[config.mk]
export PLATFORM = sky130hd
export DESIGN_NAME = serial_adder_flat
export DESIGN_NICKNAME = d
export VERILOG_FILES = /design/src/rtl/serial_adder_if.sv /design/src/rtl/serial_adder.sv /design/src/flat_wrapper.sv
export SDC_FILE = /design/constraint.sdc
export NUM_CORES = 1
export LEC_CHECK = 0
export CAP_MARGIN = 20
export CORE_MARGIN = 3
export CORE_UTILIZATION = 58
export CTS_BUF_LIST = sky130_fd_sc_hd__clkbuf_4 sky130_fd_sc_hd__clkbuf_8
export DETAILED_ROUTE_END_ITERATION = 10
export MAX_ROUTING_LAYER = met4
export PLACE_DENSITY = 0.82
export SYNTH_ARGS = -nofsm -noshare
export SYNTH_HDL_FRONTEND = slang
export SYNTH_SLANG_ARGS = --single-unit
[constraint.sdc]
create_clock -name clk -period 2.4 [get_ports clk]
set_clock_uncertainty 0.05 [all_clocks]
set_input_delay 0.72 -clock clk [delete_from_list [all_inputs] [get_ports clk]]
set_output_delay 0.72 -clock clk [all_outputs]
set_load 0.02 [all_outputs]
[src/rtl/serial_adder_if.sv]
// Valid/ready interface for the bit-serial adder: an operand channel
// (a, b, c_in) from the producer and a result channel (sum, c_out) to the consumer.
interface serial_adder_if #(
  parameter int WIDTH = 8
);

  logic             in_valid;
  logic             in_ready;
  logic [WIDTH-1:0] a;
  logic [WIDTH-1:0] b;
  logic             c_in;
  logic             out_valid;
  logic             out_ready;
  logic [WIDTH-1:0] sum;
  logic             c_out;

  modport master (
    output in_valid,
    input  in_ready,
    output a,
    output b,
    output c_in,
    input  out_valid,
    output out_ready,
    input  sum,
    input  c_out
  );

  modport slave (
    input  in_valid,
    output in_ready,
    input  a,
    input  b,
    input  c_in,
    output out_valid,
    input  out_ready,
    output sum,
    output c_out
  );

endinterface

[src/rtl/serial_adder.sv]
// Bit-serial adder: one full-adder cell processes one operand bit pair per clock,
// LSB first, with the carry held in a register between bits. A WIDTH-bit add takes
// WIDTH clocks in RUN, then the result is held in DONE until the consumer takes it.
module serial_adder #(
  parameter int WIDTH = 8
) (
  input  logic          clk,
  input  logic          rst,
  serial_adder_if.slave bus
);

  localparam int CW = (WIDTH > 1) ? $clog2(WIDTH) : 1;

  typedef enum logic [1:0] {
    IDLE,
    RUN,
    DONE
  } state_t;

  state_t           state;
  state_t           state_next;

  logic [WIDTH-1:0] a_sh;
  logic [WIDTH-1:0] b_sh;
  logic [WIDTH-1:0] sum_sh;
  logic [WIDTH-1:0] sum_sh_next;
  logic [WIDTH-1:0] sum_r;
  logic             carry;
  logic             c_out_r;
  logic [CW-1:0]    cnt;
  logic             last_bit;
  logic             accept;
  logic             fa_s;
  logic             fa_co;

  assign last_bit = (cnt == CW'(WIDTH - 1));
  assign accept   = (state == IDLE) && bus.in_valid;

  // Single full-adder cell fed by the LSBs of the operand shifters and the carry register.
  always_comb begin
    fa_s  = a_sh[0] ^ b_sh[0] ^ carry;
    fa_co = (a_sh[0] & b_sh[0]) | (carry & (a_sh[0] ^ b_sh[0]));
  end

  // New sum bit enters at the MSB so that after WIDTH shifts bit 0 sits at the LSB.
  always_comb begin
    sum_sh_next = (sum_sh >> 1) | (WIDTH'(fa_s) << (WIDTH - 1));
  end

  // State register.
  always_ff @(posedge clk or posedge rst) begin
    if (rst) begin
      state <= IDLE;
    end else begin
      state <= state_next;
    end
  end

  // Next-state logic: accept in IDLE, run WIDTH bits, hold in DONE until taken.
  always_comb begin
    state_next = state;
    case (state)
      IDLE:    if (accept) state_next = RUN;
      RUN:     if (last_bit) state_next = DONE;
      DONE:    if (bus.out_ready) state_next = IDLE;
      default: state_next = IDLE;
    endcase
  end

  // Datapath: load operands on accept, shift one bit per RUN clock, capture result on the last bit.
  always_ff @(posedge clk or posedge rst) begin
    if (rst) begin
      a_sh    <= '0;
      b_sh    <= '0;
      sum_sh  <= '0;
      sum_r   <= '0;
      carry   <= 1'b0;
      c_out_r <= 1'b0;
      cnt     <= '0;
    end else begin
      case (state)
        IDLE: begin
          if (accept) begin
            a_sh  <= bus.a;
            b_sh  <= bus.b;
            carry <= bus.c_in;
            cnt   <= '0;
          end
        end
        RUN: begin
          sum_sh <= sum_sh_next;
          a_sh   <= a_sh >> 1;
          b_sh   <= b_sh >> 1;
          carry  <= fa_co;
          if (last_bit) begin
            sum_r   <= sum_sh_next;
            c_out_r <= fa_co;
          end else begin
            cnt <= cnt + CW'(1);
          end
        end
        default: ;
      endcase
    end
  end

  // Handshake outputs; in_ready is masked during reset so nothing is accepted while it is held.
  always_comb begin
    bus.in_ready  = (state == IDLE) && !rst;
    bus.out_valid = (state == DONE);
    bus.sum       = sum_r;
    bus.c_out     = c_out_r;
  end

endmodule
[src/flat_wrapper.sv]
// flat-port wrapper written by rule: the top's interface ports become plain ports
module serial_adder_flat 
#(
  parameter int WIDTH = 8
)
  (clk, rst, bus_in_valid, bus_in_ready, bus_a, bus_b, bus_c_in, bus_out_valid, bus_out_ready, bus_sum, bus_c_out);
  serial_adder_if #(.WIDTH(WIDTH)) bus_i ();
  input  logic clk;
  input  logic rst;
  input wire logic [$bits(bus_i.in_valid)-1:0] bus_in_valid;
  output wire logic [$bits(bus_i.in_ready)-1:0] bus_in_ready;
  input wire logic [$bits(bus_i.a)-1:0] bus_a;
  input wire logic [$bits(bus_i.b)-1:0] bus_b;
  input wire logic [$bits(bus_i.c_in)-1:0] bus_c_in;
  output wire logic [$bits(bus_i.out_valid)-1:0] bus_out_valid;
  input wire logic [$bits(bus_i.out_ready)-1:0] bus_out_ready;
  output wire logic [$bits(bus_i.sum)-1:0] bus_sum;
  output wire logic [$bits(bus_i.c_out)-1:0] bus_c_out;
  assign bus_i.in_valid = bus_in_valid;
  assign bus_in_ready = bus_i.in_ready;
  assign bus_i.a = bus_a;
  assign bus_i.b = bus_b;
  assign bus_i.c_in = bus_c_in;
  assign bus_out_valid = bus_i.out_valid;
  assign bus_i.out_ready = bus_out_ready;
  assign bus_sum = bus_i.sum;
  assign bus_c_out = bus_i.c_out;
  serial_adder #(.WIDTH(WIDTH)) u_core (.clk(clk), .rst(rst), .bus(bus_i));
endmodule
==> results of run 1 <==
==> area by class of cell <==
type	instances	area share [%]
Timing Repair Buffer	38	16.11
Clock inverter	1	1.342
Clock buffer	6	2.293
Multi-Input combinational cell	83	32.16
Inverter	19	3.188
Tap cell	42	2.349
Sequential cell	38	42.56
==> sequential cells by signal (all words and copies together) (netlist names) <==
register	flops
u_core.bus.c_out	1
u_core.b_sh	8
u_core.cnt	3
u_core.a_sh	8
u_core.carry	1
u_core.sum_sh	7
u_core.bus.sum	8
u_core.state	2
==> worst max path at each step <==
| stage | depth (start not counted) | slack [ns] | end | startpoint |
|---|---|---|---|---|
| after floorplan | 3 | 0.44 | bus_in_ready | u_core.state[1]$_DFFE_PP0P_ |
| after global placement | 3 | -0.27 | bus_in_ready | rst |
| after detailed placement | 3 | -0.29 | bus_in_ready | rst |
| after CTS | 3 | 0.004 | bus_in_ready | rst |
| after global routing | 3 | 0.09 | bus_in_ready | rst |
| final | 3 | 0.14 | bus_in_ready | rst |
==> kinds of logic after synthesis <==
| group | count (synthesis) | share of synthesized area [%] |
|---|---|---|
| DFF | 38 | 51.63 |
| and+or+nand+nor | 41 | 16.03 |
| adders and majority gates | 3 | 2.445 |
| muxes | 16 | 9.782 |
| AOI/OAI and AO/OA | 23 | 10.80 |
| buffers and inverters | 32 | 9.307 |
==> critical path, delay by kind of cell <==
| family | cells | cell delay [ns] |
|---|---|---|
| simple gates | 1 | 0.15 |
| buf+inv | 2 | 0.62 |
==> where the power goes <==
part           switching (mW)  total [mW]  internal [mW]
logic                   0.580        1.22          0.638
clock network           0.196       0.439          0.243
registers               0.191        1.14          0.950
total                   0.967        2.80           1.83
==> repair_timing <==
action                     CTS  global route
setup endpoints to repair    1             2
gates resized for setup      2             4
pin swaps                    0             0
==> metal layers <==
metal	up-vias	global-route usage, %
met1	644	26.52
li1	619	-
met4	0	6.887
met3	7	4.324
met5	-	-
met2	35	32.80
==> stage by stage <==
step                      cells  hold slack, ns  total power, mW
after global placement      220          0.4321            2.281
after detailed placement    220          0.4326            2.371
after global routing        227          0.4802            2.998
after floorplan             153          0.4169            2.007
final                       227          0.4624            2.799
after CTS                   227          0.4668            2.819
==> placed cells by master, fill, tap and decap left out, types with 2 or more instances in the layout <==
| cell type | synthesis | layout |
|---|---|---|
| dfrtp_1 | 38 | 37 |
| a221oi_1 | 6 | 6 |
| and3_1 | 3 | 3 |
| a211oi_1 | 7 | 7 |
| clkbuf_4 | 0 | 5 |
| ha_1 | 2 | 2 |
| nor2b_1 | 3 | 3 |
| nor4bb_1 | 2 | 2 |
| buf_4 | 3 | 7 |
| a222oi_1 | 2 | 2 |
| mux2_2 | 16 | 16 |
| inv_1 | 19 | 19 |
| a211o_1 | 3 | 3 |
| clkdlybuf4s50_1 | 0 | 29 |
| nor3b_1 | 7 | 7 |
| nor2_1 | 6 | 6 |
| nor4b_1 | 14 | 14 |
==> results.cfg, run 1 <==
[outcome]
status = finished clean

[clock_network]
cts_root_buffer = clkbuf_4
clock_path_buffers = 2
cts_tree = built
clock_latency_ns = 0.34
postCtsHoldBufs = 0
htreeDepth = 2
post_cts_buffers = 0
clk_pin_slew_ns = 0.10
clock_sinks = 38
cts_made_buffers = 5

[final_layout]
n_antenna_cell = 0
multi_input_area_sq_um = 719.4
area_delta_synth_final_pct = 21.47
finish.instance_area_sq_mm = 0.002237
layout.nets = 209
regArea_sq_um = 952.2
fillCellCount = 215
fin_util_pct = 77.14
drive_gt1_share_pct = 18.38

[min_path]
worstHoldPathType = reg2reg
worstHoldEndpoint = u_core.sum_sh[1]$_DFFE_PP0N_
min_delay_path_depth = 1
hold_path_startpoint = u_core.sum_sh[1]$_DFFE_PP0N_

[floorplan]
rows = 19
die_h_um = 62.35
boundaryPins = 32
coreArea_sq_mm = 0.002900
dieArea_sq_mm = 0.003888
start_util_pct = 63.50
die_x_um = 62.35

[worst_setup_path]
ff2ff_path_depth = 4
critical_path.cell_chain = clkdlybuf4s50_1, nor3_1, clkbuf_2
r2r-start = u_core.cnt[0]$_DFFE_PP0P_
arrival_ns = 1.49
worst-r2r-setup-slack_ns = 0.53
reg2reg_to = u_core.bus.c_out$_DFFE_PP0P_
slowest_stage = clkdlybuf4s50_1
endpoint_kind = output pin
cpPeakStageDelay_ns = 0.42
cp-start-kind = input pin
crit_required_ns = 1.63
worstSetupPathType = in2out
crit_fanout = 2

[global_routing]
gr-total-overflow = 0
grt_pass1_vias = 1327
grt_util_all_layers_pct = 20.61
grt_max_degree = 39
grt_pass1_wl_mm = 6.216
antenna_found_initial = 0

[job]
max_cap_viol_count = 0

[logic_synthesis]
synth_edf_count = 0
yosysWarningCount = 0
yosysUniqueCellTypes = 30
synth-seq-area-share_pct = 51.63
synth.most_common_cell = dfrtp_1
synth_cells = 153
synth_area_leader_cell = dfrtp_1
synth-main-ff-cell = dfrtp_1
synthTopCellsByCount = 38 x dfrtp_1, 19 x inv_1, 16 x mux2_2
avgSynthCellArea_sq_um = 12.04
netlist.area_leader.share_pct = 51.63
synth_area_leaders = dfrtp_1 52%, mux2_2 9.8%, nor4b_1 6.7%
syn-num-nets = 177
async_flop_share_pct = 100.0
ys_seq_elements = 38
synthesis.area_sq_mm = 0.001842

[detailed_routing]
drtPass1Iterations = 5
highest_layer = met4
ant_nets = 0
wl_met2_mm = 1.814
drcViolationCount = 0
route.met3.wl_um = 186
vias = 1305
wl_mm = 3.627
drt_iter0_drc = 79
viasPerCell = 5.749
wl_met1_mm = 1.556
post_drt_wl_per_cell_um = 15.98

[sta]
setup_violations = 0
min_period_ns = 2.257
relSlewSlack_pct = 65.50
slew_viol_final = 0
hold_violations = 0
finalCritPeriodShare_pct = 94.04
fmax_mhz = 443.1
worst_slack_ns = 0.1432
tns_ns = 0
max_slew.worst_pin.slew_ns = 0.5159
rsz0062_at_grt = no

[pwr]
irDropWorstVdd_mv = 0.8348
power.density_mw_per_mm2 = 1251
leakagePower_nw = 1.002

[place]
dp_slack_ns = -0.2861
postPlaceCellArea_sq_mm = 0.002157
hpwl_mm = 2.497
io_buffers = 31
gp_congestion = 0.7619
Power figures use the tool's default switching activity.
==> inputs of run 2 (changes only) <==
--- a/config.mk
+++ b/config.mk
@@ -5,13 +5,14 @@
 export SDC_FILE = /design/constraint.sdc
 export NUM_CORES = 1
 export LEC_CHECK = 0
+export ABC_AREA = 1
 export CAP_MARGIN = 20
-export CORE_MARGIN = 3
+export CORE_MARGIN = 2
 export CORE_UTILIZATION = 58
 export CTS_BUF_LIST = sky130_fd_sc_hd__clkbuf_4 sky130_fd_sc_hd__clkbuf_8
 export DETAILED_ROUTE_END_ITERATION = 10
 export MAX_ROUTING_LAYER = met4
-export PLACE_DENSITY = 0.82
+export PLACE_DENSITY = 0.83
 export SYNTH_ARGS = -nofsm -noshare
 export SYNTH_HDL_FRONTEND = slang
 export SYNTH_SLANG_ARGS = --single-unit
==> constraint.sdc (replaced) <==
create_clock -name clk -period 2.7 [get_ports clk]
set_clock_uncertainty 0.05 [all_clocks]
set_input_delay 0.81 -clock clk [delete_from_list [all_inputs] [get_ports clk]]
set_output_delay 0.81 -clock clk [all_outputs]
set_load 0.02 [all_outputs]
==> run 2 against run 1 <==
Compared with the run above:
- non-clock buffer count fell by 2
- core utilization fell by 3.7 points
- via count rose by 12%
- synthesized area fell by 0.61%
- critical path depth unchanged
- synthesized cell count rose by 42%
- critical path type is now reg2out
- highest routed layer unchanged
==> results.cfg, run 2 <==
[sta]
max_slew.worst_pin.slew_ns = 0.5409
rsz0062_at_grt = no
setup_violations = 0
finalCritPeriodShare_pct = 94.42
whs_ns = 0.4340
fmax_mhz = 392.3
min_period_ns = 2.549
slew_viol_final = 0
hold_violations = 0
relSlewSlack_pct = 63.81
tns_ns = 0

[detailed_routing]
vias = 1461
drtPass1Iterations = 4
viasPerCell = 4.953
post_drt_wl_per_cell_um = 11.23
ant_nets = 0
wl_mm = 3.313
drt_iter0_drc = 62
drcViolationCount = 0

[final_layout]
drive_gt1_share_pct = 13.94
final_common_cell = nand2_1
final_cell_mix = 99 x nand2_1, 38 x dfrtp_1, 30 x clkdlybuf4s50_1
n_antenna_cell = 0
finish.instance_area_sq_mm = 0.002222
area_delta_synth_final_pct = 21.39
layout.nets = 274

[logic_synthesis]
synth_edf_count = 0
yosysUniqueCellTypes = 19
yosysWarningCount = 0
synthesis.area_sq_mm = 0.001831
synthTopCellsByCount = 99 x nand2_1, 38 x dfrtp_1, 22 x nand3_1
synth_area_leader_cell = dfrtp_1
async_flop_share_pct = 100.0
ys_seq_elements = 38
synth-main-ff-cell = dfrtp_1
synth.most_common_cell = nand2_1
netlist.area_leader.share_pct = 51.95
synth_cells = 217
synth_area_leaders = dfrtp_1 52%, nand2_1 20%, nand3_1 6.0%
avgSynthCellArea_sq_um = 8.436
synth-seq-area-share_pct = 51.95
syn-num-nets = 241

[worst_setup_path]
crit_fanout = 12
worstSetupPathType = reg2out
cp-start-kind = register
arrival_ns = 1.69
crit_required_ns = 1.84
endpoint_kind = output pin

[clock_network]
cts_root_buffer = clkbuf_4
postCtsHoldBufs = 0
clock_sinks = 38
clk_pin_slew_ns = 0.11
cts_made_buffers = 5
cts_tree = built
htreeDepth = 2
clock_latency_ns = 0.33
clock_path_buffers = 2

[place]
io_buffers = 31
gp_congestion = 0.8429
postPlaceCellArea_sq_mm = 0.002146
hpwl_mm = 2.342

[floorplan]
dieArea_sq_mm = 0.003622
start_util_pct = 60.45
coreArea_sq_mm = 0.003028
boundaryPins = 32
die_h_um = 60.18
rows = 20
die_x_um = 60.18

[job]
max_cap_viol_count = 0

[pwr]
power_frac_clock_pct = 15.3
switching_power_mw = 1.006
irDropWorstVdd_mv = 0.7353
p_comb_share_pct = 45.8
power.density_mw_per_mm2 = 1102
pwr-share-seq_pct = 38.8
p_int_mw = 1.442
p_sw_share_pct = 41.09
leakagePower_nw = 1.158
p_total_mw = 2.448

[outcome]
status = finished clean

[global_routing]
grt_max_degree = 39
antenna_found_initial = 0
grt_pass1_wl_mm = 5.892
grt_pass1_vias = 1407
grt_util_all_layers_pct = 22.83
gr-total-overflow = 0

[min_path]
worstHoldPathType = reg2reg
run 2: cell types whose count changed in the layout (fill, tap and decap cells not counted), sizes merged, moves of 4 or more:
cell,previous run,this run
nor3b,7,0
o21ai,1,15
inv,19,15
a211oi,7,0
mux2,16,0
a221oi,6,0
nand2,1,107
nor4b,14,0
nand3,0,22
run 2: metrics by stage:
stage          setup WS (ns)  util [%]  instances
2_1_floorplan         0.7371         -        217
3_3_place_gp        -0.08845     70.87        287
3_5_place_dp         -0.1126     70.87        287
4_1_cts               0.1390     73.39        295
5_1_grt              0.06927     73.39        295
6_report              0.1507     73.39        295
run 2: final timing paths:
| kind | start | end | slack [ns] | cells after the start |
|---|---|---|---|---|
| setup / recovery | u_core.state[0]$_DFFE_PP0P_ | bus_out_valid | 0.15 | 3 |
| hold / removal | u_core.bus.sum[0]$_DFFE_PP0P_ | u_core.bus.sum[0]$_DFFE_PP0P_ | 0.43 | 2 |
| setup reg to reg | u_core.state[1]$_DFFE_PP0P_ | u_core.b_sh[2]$_DFFE_PP0P_ | 1.05 | 7 |
| hold reg to reg | u_core.bus.sum[0]$_DFFE_PP0P_ | u_core.bus.sum[0]$_DFFE_PP0P_ | 0.43 | 2 |
| max in group asynchronous | rst | u_core.bus.sum[5]$_DFFE_PP0P_ | 1.43 | 3 |
| min in group asynchronous | rst | u_core.state[0]$_DFFE_PP0P_ | 0.85 | 3 |
run 2: final cells by class:
cell class              instances  area [sq um]
flip-flops and latches         38         950.9
fillers                       247         805.8
multi-input cells             154         735.7
repair buffers                 36         346.6
inverters                      15         56.30
well taps                      44         55.05
clock inverters                 3         40.04
clock buffers                   5         37.54
run 2: cell families (layout without fill, tap and decap cells):
group                    after synthesis  count (layout)  share of synthesized area [%]
AO/OA/AOI/OAI                         15              15                          6.152
adder cells (fa/ha/maj)                3               3                          2.461
buffers and inverters                 25              59                          7.860
flip-flops                            38              38                          51.95
AND/OR/NAND/NOR                      136             136                          31.58
run 2: power groups by stage:
stage          sequential, mW  combinational [mW]  clock [mW]
3_5_place_dp            0.961                1.13           0
6_report                0.951                1.12       0.375
3_3_place_gp            0.948                1.09           0
4_1_cts                 0.951                1.14       0.383
2_1_floorplan            1.01               0.786           0
5_1_grt                 0.977                1.29       0.415
run 2: per-layer routing:
layer	share of wire (%)	track usage [%]
met1	46	27.88
met3	3.9	5.628
met5	0	-
met2	49	36.96
met4	1.1	7.937
run 2: what timing repair did:
item                                   in CTS  in global routing
setup buffers                               0                  0
endpoints found under the hold margin       0                  0
resized for setup                           1                  0
setup endpoints to repair                   1                  0
run 2: critical path: stages (launching register included):
cell	delay, ns
dfrtp_1	0.42
buf_4	0.20
nor2_2	0.13
clkdlybuf4s50_1	0.61
